**src/rtl/bias_stream_ctrl_pkg.sv**
```systemverilog
// Shared types for the bias ROM streaming controller: FSM encoding and sizing helpers.
package bias_stream_ctrl_pkg;

  typedef enum logic [1:0] {
    ST_IDLE  = 2'd0,
    ST_RUN   = 2'd1,
    ST_DRAIN = 2'd2,
    ST_DONE  = 2'd3
  } state_t;

  // Depth of the skid buffer that absorbs ROM latency plus one stalled word.
  localparam int unsigned SKID_DEPTH = 2;

  // Address/counter width for a range of n values, never narrower than one bit.
  function automatic int unsigned width_min1(input int unsigned n);
    return (n > 1) ? $clog2(n) : 1;
  endfunction

endpackage

```
**src/rtl/bias_skid_fifo.sv**
```systemverilog
// Two-entry register FIFO. r_head is always the oldest word and drives the
// stream directly; r_tail holds the second word while the consumer stalls.
module bias_skid_fifo
  import bias_stream_ctrl_pkg::*;
#(
  parameter int unsigned DATA_WIDTH = 16
)(
  input  logic                  i_clk,
  input  logic                  i_rst_n,
  input  logic                  i_push,
  input  logic [DATA_WIDTH-1:0] i_din,
  input  logic                  i_pop,
  output logic [DATA_WIDTH-1:0] o_head,
  output logic [1:0]            o_occ
);

  logic [DATA_WIDTH-1:0] r_head;
  logic [DATA_WIDTH-1:0] r_tail;
  logic [1:0]            r_occ;

  // Storage update; a simultaneous push and pop keeps the occupancy unchanged.
  always_ff @(posedge i_clk or negedge i_rst_n) begin
    if (!i_rst_n) begin
      r_head <= '0;
      r_tail <= '0;
      r_occ  <= '0;
    end else begin
      case ({i_push, i_pop})
        2'b10: begin
          if (r_occ == 2'd0) r_head <= i_din;
          else               r_tail <= i_din;
          r_occ <= r_occ + 2'd1;
        end
        2'b01: begin
          if (r_occ == 2'd2) r_head <= r_tail;
          r_occ <= r_occ - 2'd1;
        end
        2'b11: begin
          if (r_occ == 2'd2) begin
            r_head <= r_tail;
            r_tail <= i_din;
          end else begin
            r_head <= i_din;
          end
        end
        default: ;
      endcase
    end
  end

  assign o_head = r_head;
  assign o_occ  = r_occ;

  a_no_overflow: assert property (@(posedge i_clk) disable iff (!i_rst_n)
    !(i_push && !i_pop && (r_occ == 2'(SKID_DEPTH))));
  a_no_underflow: assert property (@(posedge i_clk) disable iff (!i_rst_n)
    !(i_pop && (r_occ == 2'd0)));

endmodule

```
**src/rtl/bias_stream_ctrl.sv**
```systemverilog
// Bias ROM sequencer: replays MEM_SIZE ROM words REPEAT times per ap_start into
// the output FIFO, hiding the 1-cycle ROM latency behind a 2-entry skid buffer.
//
// Stream handshake: a word moves on output_V_write, which is asserted exactly
// when the buffer holds a word and output_V_full_n is high; output_V_din is the
// buffer head and stays stable while full_n is low.
module bias_stream_ctrl
  import bias_stream_ctrl_pkg::*;
#(
  parameter int unsigned MEM_SIZE   = 16,
  parameter int unsigned DATA_WIDTH = 16,
  parameter int unsigned REPEAT     = 1,
  localparam int unsigned AW        = width_min1(MEM_SIZE)
)(
  input  logic                  ap_clk,
  input  logic                  ap_rst_n,
  input  logic                  ap_start,
  output logic                  ap_idle,
  output logic                  ap_done,
  output logic                  ap_ready,
  output logic [AW-1:0]         bias_address,
  output logic                  bias_ce,
  input  logic [DATA_WIDTH-1:0] bias_q,
  output logic [DATA_WIDTH-1:0] output_V_din,
  input  logic                  output_V_full_n,
  output logic                  output_V_write,
  output state_t                o_dbg_state
);

  localparam int unsigned PW = width_min1(REPEAT);

  state_t                r_state;
  state_t                w_next;
  logic [AW-1:0]         r_addr;
  logic [PW-1:0]         r_pass;
  logic                  r_inflight;

  logic [1:0]            w_occ;
  logic [DATA_WIDTH-1:0] w_head;
  logic [1:0]            w_pending;
  logic                  w_pop;
  logic                  w_credit;
  logic                  w_ce;
  logic                  w_addr_last;
  logic                  w_pass_last;
  logic                  w_last_read;
  logic                  w_drained;

  // A word leaves whenever one is buffered and the FIFO has room.
  assign w_pop = (w_occ != 2'd0) && output_V_full_n;

  // Credit: buffered words plus the word still coming from the ROM must fit in
  // the two slots, counting a slot freed by this cycle's pop.
  assign w_pending = w_occ + {1'b0, r_inflight};
  assign w_credit  = (w_pending < 2'd2) || ((w_pending == 2'd2) && w_pop);
  assign w_ce      = (r_state == ST_RUN) && w_credit;

  assign w_addr_last = (r_addr == AW'(MEM_SIZE - 1));
  assign w_pass_last = (r_pass == PW'(REPEAT - 1));
  assign w_last_read = w_ce && w_addr_last && w_pass_last;

  // Drain finishes on the edge that removes the final buffered word, so the
  // done pulse coincides with the cycle right after the last write.
  assign w_drained = !r_inflight &&
                     ((w_occ == 2'd0) || ((w_occ == 2'd1) && w_pop));

  // State register.
  always_ff @(posedge ap_clk or negedge ap_rst_n) begin
    if (!ap_rst_n) r_state <= ST_IDLE;
    else           r_state <= w_next;
  end

  // Next-state and Moore handshake outputs.
  always_comb begin
    w_next   = r_state;
    ap_idle  = 1'b0;
    ap_done  = 1'b0;
    ap_ready = 1'b0;
    case (r_state)
      ST_IDLE: begin
        ap_idle = 1'b1;
        if (ap_start) w_next = ST_RUN;
      end
      ST_RUN: begin
        if (w_last_read) w_next = ST_DRAIN;
      end
      ST_DRAIN: begin
        if (w_drained) w_next = ST_DONE;
      end
      ST_DONE: begin
        ap_done  = 1'b1;
        ap_ready = 1'b1;
        w_next   = ST_IDLE;
      end
      default: w_next = ST_IDLE;
    endcase
  end

  // Address and pass counters advance per issued read; both wrap to 0 after the last read.
  always_ff @(posedge ap_clk or negedge ap_rst_n) begin
    if (!ap_rst_n) begin
      r_addr <= '0;
      r_pass <= '0;
    end else if (r_state == ST_IDLE) begin
      r_addr <= '0;
      r_pass <= '0;
    end else if (w_ce) begin
      if (w_addr_last) begin
        r_addr <= '0;
        r_pass <= w_pass_last ? '0 : r_pass + 1'b1;
      end else begin
        r_addr <= r_addr + 1'b1;
      end
    end
  end

  // Marks that the ROM returns a word next cycle; cleared by reset so that word is dropped.
  always_ff @(posedge ap_clk or negedge ap_rst_n) begin
    if (!ap_rst_n) r_inflight <= 1'b0;
    else           r_inflight <= w_ce;
  end

  bias_skid_fifo #(
    .DATA_WIDTH (DATA_WIDTH)
  ) u_skid (
    .i_clk   (ap_clk),
    .i_rst_n (ap_rst_n),
    .i_push  (r_inflight),
    .i_din   (bias_q),
    .i_pop   (w_pop),
    .o_head  (w_head),
    .o_occ   (w_occ)
  );

  assign bias_address   = r_addr;
  assign bias_ce        = w_ce;
  assign output_V_din   = w_head;
  assign output_V_write = w_pop;
  assign o_dbg_state    = r_state;

endmodule

```
**config.mk**
```make
export PLATFORM = sky130hd
export DESIGN_NAME = bias_stream_ctrl
export DESIGN_NICKNAME = d
export VERILOG_FILES = /design/src/rtl/bias_stream_ctrl_pkg.sv /design/src/rtl/bias_skid_fifo.sv /design/src/rtl/bias_stream_ctrl.sv
export SDC_FILE = /design/constraint.sdc
export NUM_CORES = 1
export LEC_CHECK = 0
export CORE_UTILIZATION = 47
export DETAILED_ROUTE_END_ITERATION = 10
export GPL_TIMING_DRIVEN = 0
export PLACE_DENSITY_LB_ADDON = 0.25
export REMOVE_ABC_BUFFERS = 1
export SLEW_MARGIN = 30
export SYNTH_ARGS = -nofsm -noshare
export SYNTH_HDL_FRONTEND = slang
export SYNTH_HIERARCHICAL = 1
export SYNTH_SLANG_ARGS = --single-unit
```
**constraint.sdc**
```tcl
create_clock -name ap_clk -period 1.95 [get_ports ap_clk]
set_input_delay 0.39 -clock ap_clk [delete_from_list [all_inputs] [get_ports ap_clk]]
set_output_delay 0.39 -clock ap_clk [all_outputs]
set_load 0.02 [all_outputs]
```
Yosys cells after proc, flatten, opt, wreduce, memory -nomap -nowiden
Cells that the tools add are included.
Storage, ports and cells
  register bits after elaboration: 42
  output and inout bits: 27
  word-level logic and storage cells: 74
Operators by class
  add/subtract/negate cells: 5
  $lt $le $gt $ge: 1
  eq/ne operators: 17
  multiplexer cells: 21
  bitwise logic cells: 1
  reduce and logical (&&, ||, !) cells: 22
Operators with widths (count)
  $mux 16: 5
  $pmux 16 s3: 1
  $pmux 16 s2: 1
  $eq 2x2->1 const B: 6
  $mux 4: 3
  $ne 2x2->1 const B: 5
  $reduce_bool 2->1: 5
  $reduce_and 3->1: 3
  $pmux 2 s4: 1
  $logic_and 1x1->1: 7
  $eq 2x1->1 const B: 3
  $mux 1: 6
  $mux 2: 3
  $add 4x1->4 const B: 1
  $eq 4x4->1 const B: 1
  $logic_not 2->1: 2
  $ne 2x1->1 const B: 2
  $pmux 2 s2: 1
  $reduce_bool 3->1: 1
  $add 2x1->2: 1
  $add 2x1->2 const B: 1
  $logic_or 1x1->1: 2
  $lt 2x2->1 const B: 1
  $reduce_and 2->1: 1
  4 further kinds: 4

Logic depth before layout (Yosys ltp)
  depth in word-level cells: 9
  depth in mapped cells: 7

Cells and area by module
The synthesis kept the hierarchy.
Modules (own cells, without submodules)
  bias_skid_fifo: times used 1, cells each 184, area an instance 1930.6 µm²
  bias_stream_ctrl: times used 1, cells each 44, area an instance 474.2 µm²

Worst setup path after synthesis
Ideal clock, no wire load.
  path type: register to register
  from: register u_skid.r_occ[1], in the netlist u_skid/o_occ[1]
  to: register u_skid.r_head[0], in the netlist u_skid/o_head[0]
  arrival time: 1.964 ns
  required time: 1.820 ns
  setup slack: -0.144 ns
  stages on the path, launching flop included: 8
  buffers on the path: 1
  period minus slack after synthesis: 2.094 ns
  path through: dfrtp_1 > o21a_1 > inv_1 > ha_1 > nor3_2 > a21o_1 > buf_2 > a31oi_1
Between the ends
  cells in the longest elaborated chain, start to end: 5
Ends and longest elaborated chain
  start, declared: RTL line bias_skid_fifo.sv:19  | logic [1:0] r_occ;
  start signal, assigned: RTL line bias_skid_fifo.sv:32  | r_occ <= r_occ + 2'd1;
  start signal, assigned: RTL line bias_skid_fifo.sv:36  | r_occ <= r_occ - 2'd1;
  $reduce_bool 2->1 (*): RTL line bias_stream_ctrl.sv:50  | assign w_pop = (w_occ != 2'd0) && output_V_full_n;
  $logic_and 1x1->1 (*): RTL line bias_stream_ctrl.sv:50
  net output_V_write: RTL line bias_stream_ctrl.sv:26  | output logic output_V_write,
  $eq 2x1->1 / $eq 2x2->1 (equally long branches): RTL line bias_skid_fifo.sv:28  | case ({i_push, i_pop})
  $ne 2x1->1 (no line) (tied with other cells)
  $reduce_and 3->1 (no line)
  end signal, assigned: RTL line bias_skid_fifo.sv:30  | if (r_occ == 2'd0) r_head <= i_din;
  end signal, assigned: RTL line bias_skid_fifo.sv:35  | if (r_occ == 2'd2) r_head <= r_tail;
  end signal, assigned: RTL line bias_skid_fifo.sv:40  | r_head <= r_tail;
  end, declared: RTL line bias_skid_fifo.sv:17  | logic [DATA_WIDTH-1:0] r_head;
The timed path passes the listed nets; every way through them passes the cells marked *.
A chain may end at the register's enable or synchronous reset.

Worst setup path in the final report
  from: register u_skid.r_occ[0], in the netlist u_skid/o_occ[0]
  to: output bias_ce
Between the ends
  cells in the longest elaborated chain, start to end: 5
Ends and longest elaborated chain
  $add 2x1->2 / $reduce_bool 2->1 (equally long branches): RTL line bias_stream_ctrl.sv:54, bias_stream_ctrl.sv:50
  $eq 2x2->1 / $logic_and 1x1->1 (equally long branches): RTL line bias_stream_ctrl.sv:55, bias_stream_ctrl.sv:50
  $logic_and 1x1->1: RTL line bias_stream_ctrl.sv:55  | assign w_credit = (w_pending < 2'd2) || ((w_pending == 2'd2) && w_pop);
  $logic_or 1x1->1 (*): RTL line bias_stream_ctrl.sv:55
  $logic_and 1x1->1 (*): RTL line bias_stream_ctrl.sv:56  | assign w_ce = (r_state == ST_RUN) && w_credit;
  end, declared: RTL line bias_stream_ctrl.sv:22  | output logic bias_ce,
Mark *: on every way between the ends. The rest lies on a longest branch, timed or not.

==> flow_summary.toml <==
[yosys]
ys_warn_count = 6
ys_seq_area_frac = 0.4266
synth_mux_area_frac = 0.09365
ys.flop_type = "dfrtp_1"
synthSimpleGateAreaFrac = 0.1368
synthesis.area_mm2 = 0.002405
synth.area.top_cells = "dfrtp_1 43%, a31oi_1 12%, ha_1 5.7%, mux2_1 5.6%, a211oi_1 5.0%"
synth_compound_area_frac = 0.2164
async_reset_ff_frac = 1.000
synth_adder_area_share = 0.05723
synth_top_family_by_area = "compound AO/OA/AOI/OAI gates"
synth_top_area_cell = "dfrtp_1"
ys_top_cells_by_count = "48 x a31oi_1, 41 x dfrtp_1, 16 x a211oi_1, 16 x and2_1, 16 x nor3b_1"
ys_types = 39
ys_seq_elements = 41
synth_top_area_share = 0.4266
syn_area_per_cell_um2 = 10.55
synthXorXnorAreaFrac = 0.02133
synth_cells = 228
synth_most_common_cell = "a31oi_1"
synth-edff-count = 0

[drt]
drc_errors = 0
wl_per_cell_um = 18.48
drtAntennaViolNets = 0
routed_wl_um = 6524
initialDrtViolationCount = 115
vias = 2159
first_pass_iters = 5
via_per_inst = 6.116

[clocking]
htree_levels = 2
clock-sinks = 41
postCtsHoldBufs = 0
cts_made_buffers = 5
clockBufferDepth = 2
clock_latency_ns = 0.30
cts_root_buffer = "clkbuf_8"
clk_pin_slew_ns = 0.09
cts_tree = "built"

[critical_path]
crit_buf_inv = 1
cp.depth = 4
crit_path_cell_trace = "ha_4 > and2b_2 > o211a_4 > buf_6"
crit_type = "reg -> out"
end_kind = "primary output"
worst_r2r_path_depth = 7
max_stage_delay_ns = 0.45
crit_family = "flip-flops"
worstSetupStartpointType = "flop"
critPathArrivalTime_ns = 1.61
slowest_stage = "dfrtp_2"
critPathMaxFanout = 4
required_ns = 1.56

[floorplanning]
core_mm2 = 0.004817
initial_core_util = 0.4992
fp.dieH_um = 73.53
die_area_mm2 = 0.005407
num_io_pins = 47
die_w_um = 73.53
fp-row-count = 25

[timing]
finalSetupViolCount = 1
fmax_mhz = 500.4
setup_slack_ns = -0.04854
worst_pin_slew_ns = 0.7608
tns_ns = -0.04854
hold_viol = 0
finalMaxSlewViolations = 0
min_period_ns = 1.999
timing.slew.headroom = 0.4905
rsz0062_at_grt = "true"
finalClockSkew_ns = 0.01401
fin_crit_sh = 1.025

[run_status]
status = "complete, but fails checks"
violations = "negative setup slack"

[finish]
fill_cells = 380
finalNetCount = 316
drive_gt1_frac = 0.2378
diodes = 0
syn2layout_area_growth_pct = 40.89

[grt]
antenna_found_initial = 0
grt.overflow.total = 0
grt_start_max_net_pins = 27
grt.total_usage = 0.2557
grt_pass1_vias = 2133
grt_pass1_wl_um = 10330

[power]
p_per_area_mw_per_mm2 = 1820
power_leakage_nw = 1.372
peakVddDrop_mv = 0.9104
power_mw = 6.167

[place]
gp_congestion = 0.7665
portBuffers = 46
dp_hpwl_um = 3496

[run]
cap_violations = 0

[min_path]
hold_class = "in -> async"
-- area by class of cell --
class / instances / area, um2 / share of cell area
inverters: 6 / 22.52 / 0.006647
multi-input cells: 162 / 1415 / 0.4177
well taps: 67 / 83.83 / 0.02474
repair buffers: 69 / 735.7 / 0.2171
flip-flops and latches: 41 / 1030 / 0.3039
clock buffers: 7 / 96.34 / 0.02843
clock inverters: 1 / 5.005 / 0.001477
-- through the flow --
stage	hold slack (ns)	setup WS (ns)	cell area (um2)	cells	util
floorplan	0.09441	-0.9416	2312	209	-
global placement	0.4838	-1.697	2856	322	0.5930
detailed placement	0.3406	-1.215	2928	325	0.6078
CTS	0.02125	-0.04477	3373	353	0.7003
global route	0.03542	-0.1098	3388	353	0.7034
finish	0.006293	-0.04854	3388	353	0.7034
-- cell families after synthesis --
group                    after synthesis
buffers and inverters                 25
AO/OA/AOI/OAI                         75
flip-flops                            41
multiplexers                          20
AND/OR/NAND/NOR                       51
adder cells (fa/ha/maj)               11
XOR/XNOR                               5
-- repair_timing --
action,in CTS,in global routing
buffers inserted,18,0
setup endpoints to repair,36,25
resized for setup,39,9
pin swaps,7,4
endpoints found under the hold margin,0,0
gates cloned,2,1
-- power by group --
group	total, mW	switching (mW)	internal (mW)
clock network	0.627	0.307	0.320
logic	3.93	2.02	1.91
registers	1.61	0.307	1.30
total	6.17	2.64	3.53
-- cells in the final DEF (no fill, tap or decap), types with 2 or more instances in the layout --
cell / instances
a31oi_1: 48
clkdlybuf4s50_1: 39
dfrtp_1: 38
nor3b_1: 16
and2_1: 16
a211oi_1: 16
buf_4: 12
mux2_4: 9
mux2_1: 7
clkbuf_8: 7
nor2_1: 6
ha_1: 6
inv_1: 5
buf_6: 5
ha_4: 4
xor2_1: 3
dlygate4sd2_1: 3
buf_12: 3
dfrtp_2: 3
mux2i_1: 2
nand2_1: 2
dlymetal6s2s_1: 2
nand2b_4: 2
-- final timing paths --
check / from / endpoint / slack (ns)
max in group asynchronous: ap_rst_n / r_inflight$_DFF_PN0_ / 1.43
hold reg to reg: u_skid/r_tail[14]$_DFFE_PN0P_ / u_skid/r_tail[14]$_DFFE_PN0P_ / 0.51
setup / recovery: u_skid/o_occ[0]$_DFFE_PN0P_ / bias_ce / -0.05
min in group ap_clk: u_skid/r_tail[14]$_DFFE_PN0P_ / u_skid/r_tail[14]$_DFFE_PN0P_ / 0.51
setup reg to reg: u_skid/o_occ[0]$_DFFE_PN0P_ / u_skid/o_head[3]$_DFFE_PN0P_ / 0
hold / removal: ap_rst_n / u_skid/o_head[0]$_DFFE_PN0P_ / 0.006
-- state kept, by name, summed over array words and instances, names as in the netlist --
register / cells
r_inflight: 1
u_skid/o_head: 16
u_skid/r_tail: 16
bias_address: 4
u_skid/o_occ: 2
o_dbg_state: 2
-- routing by layer --
metal | up-vias | GRT usage | part of all wire
met1 | 1069 | 0.3257 | 0.43
met3 | 17 | 0.05075 | 0.053
li1 | 989 | - | -
met4 | 0 | 0.1068 | 0.022
met5 | - | 0 | 0
met2 | 84 | 0.4241 | 0.50
No activity file was read; power rests on OpenSTA's default activity.
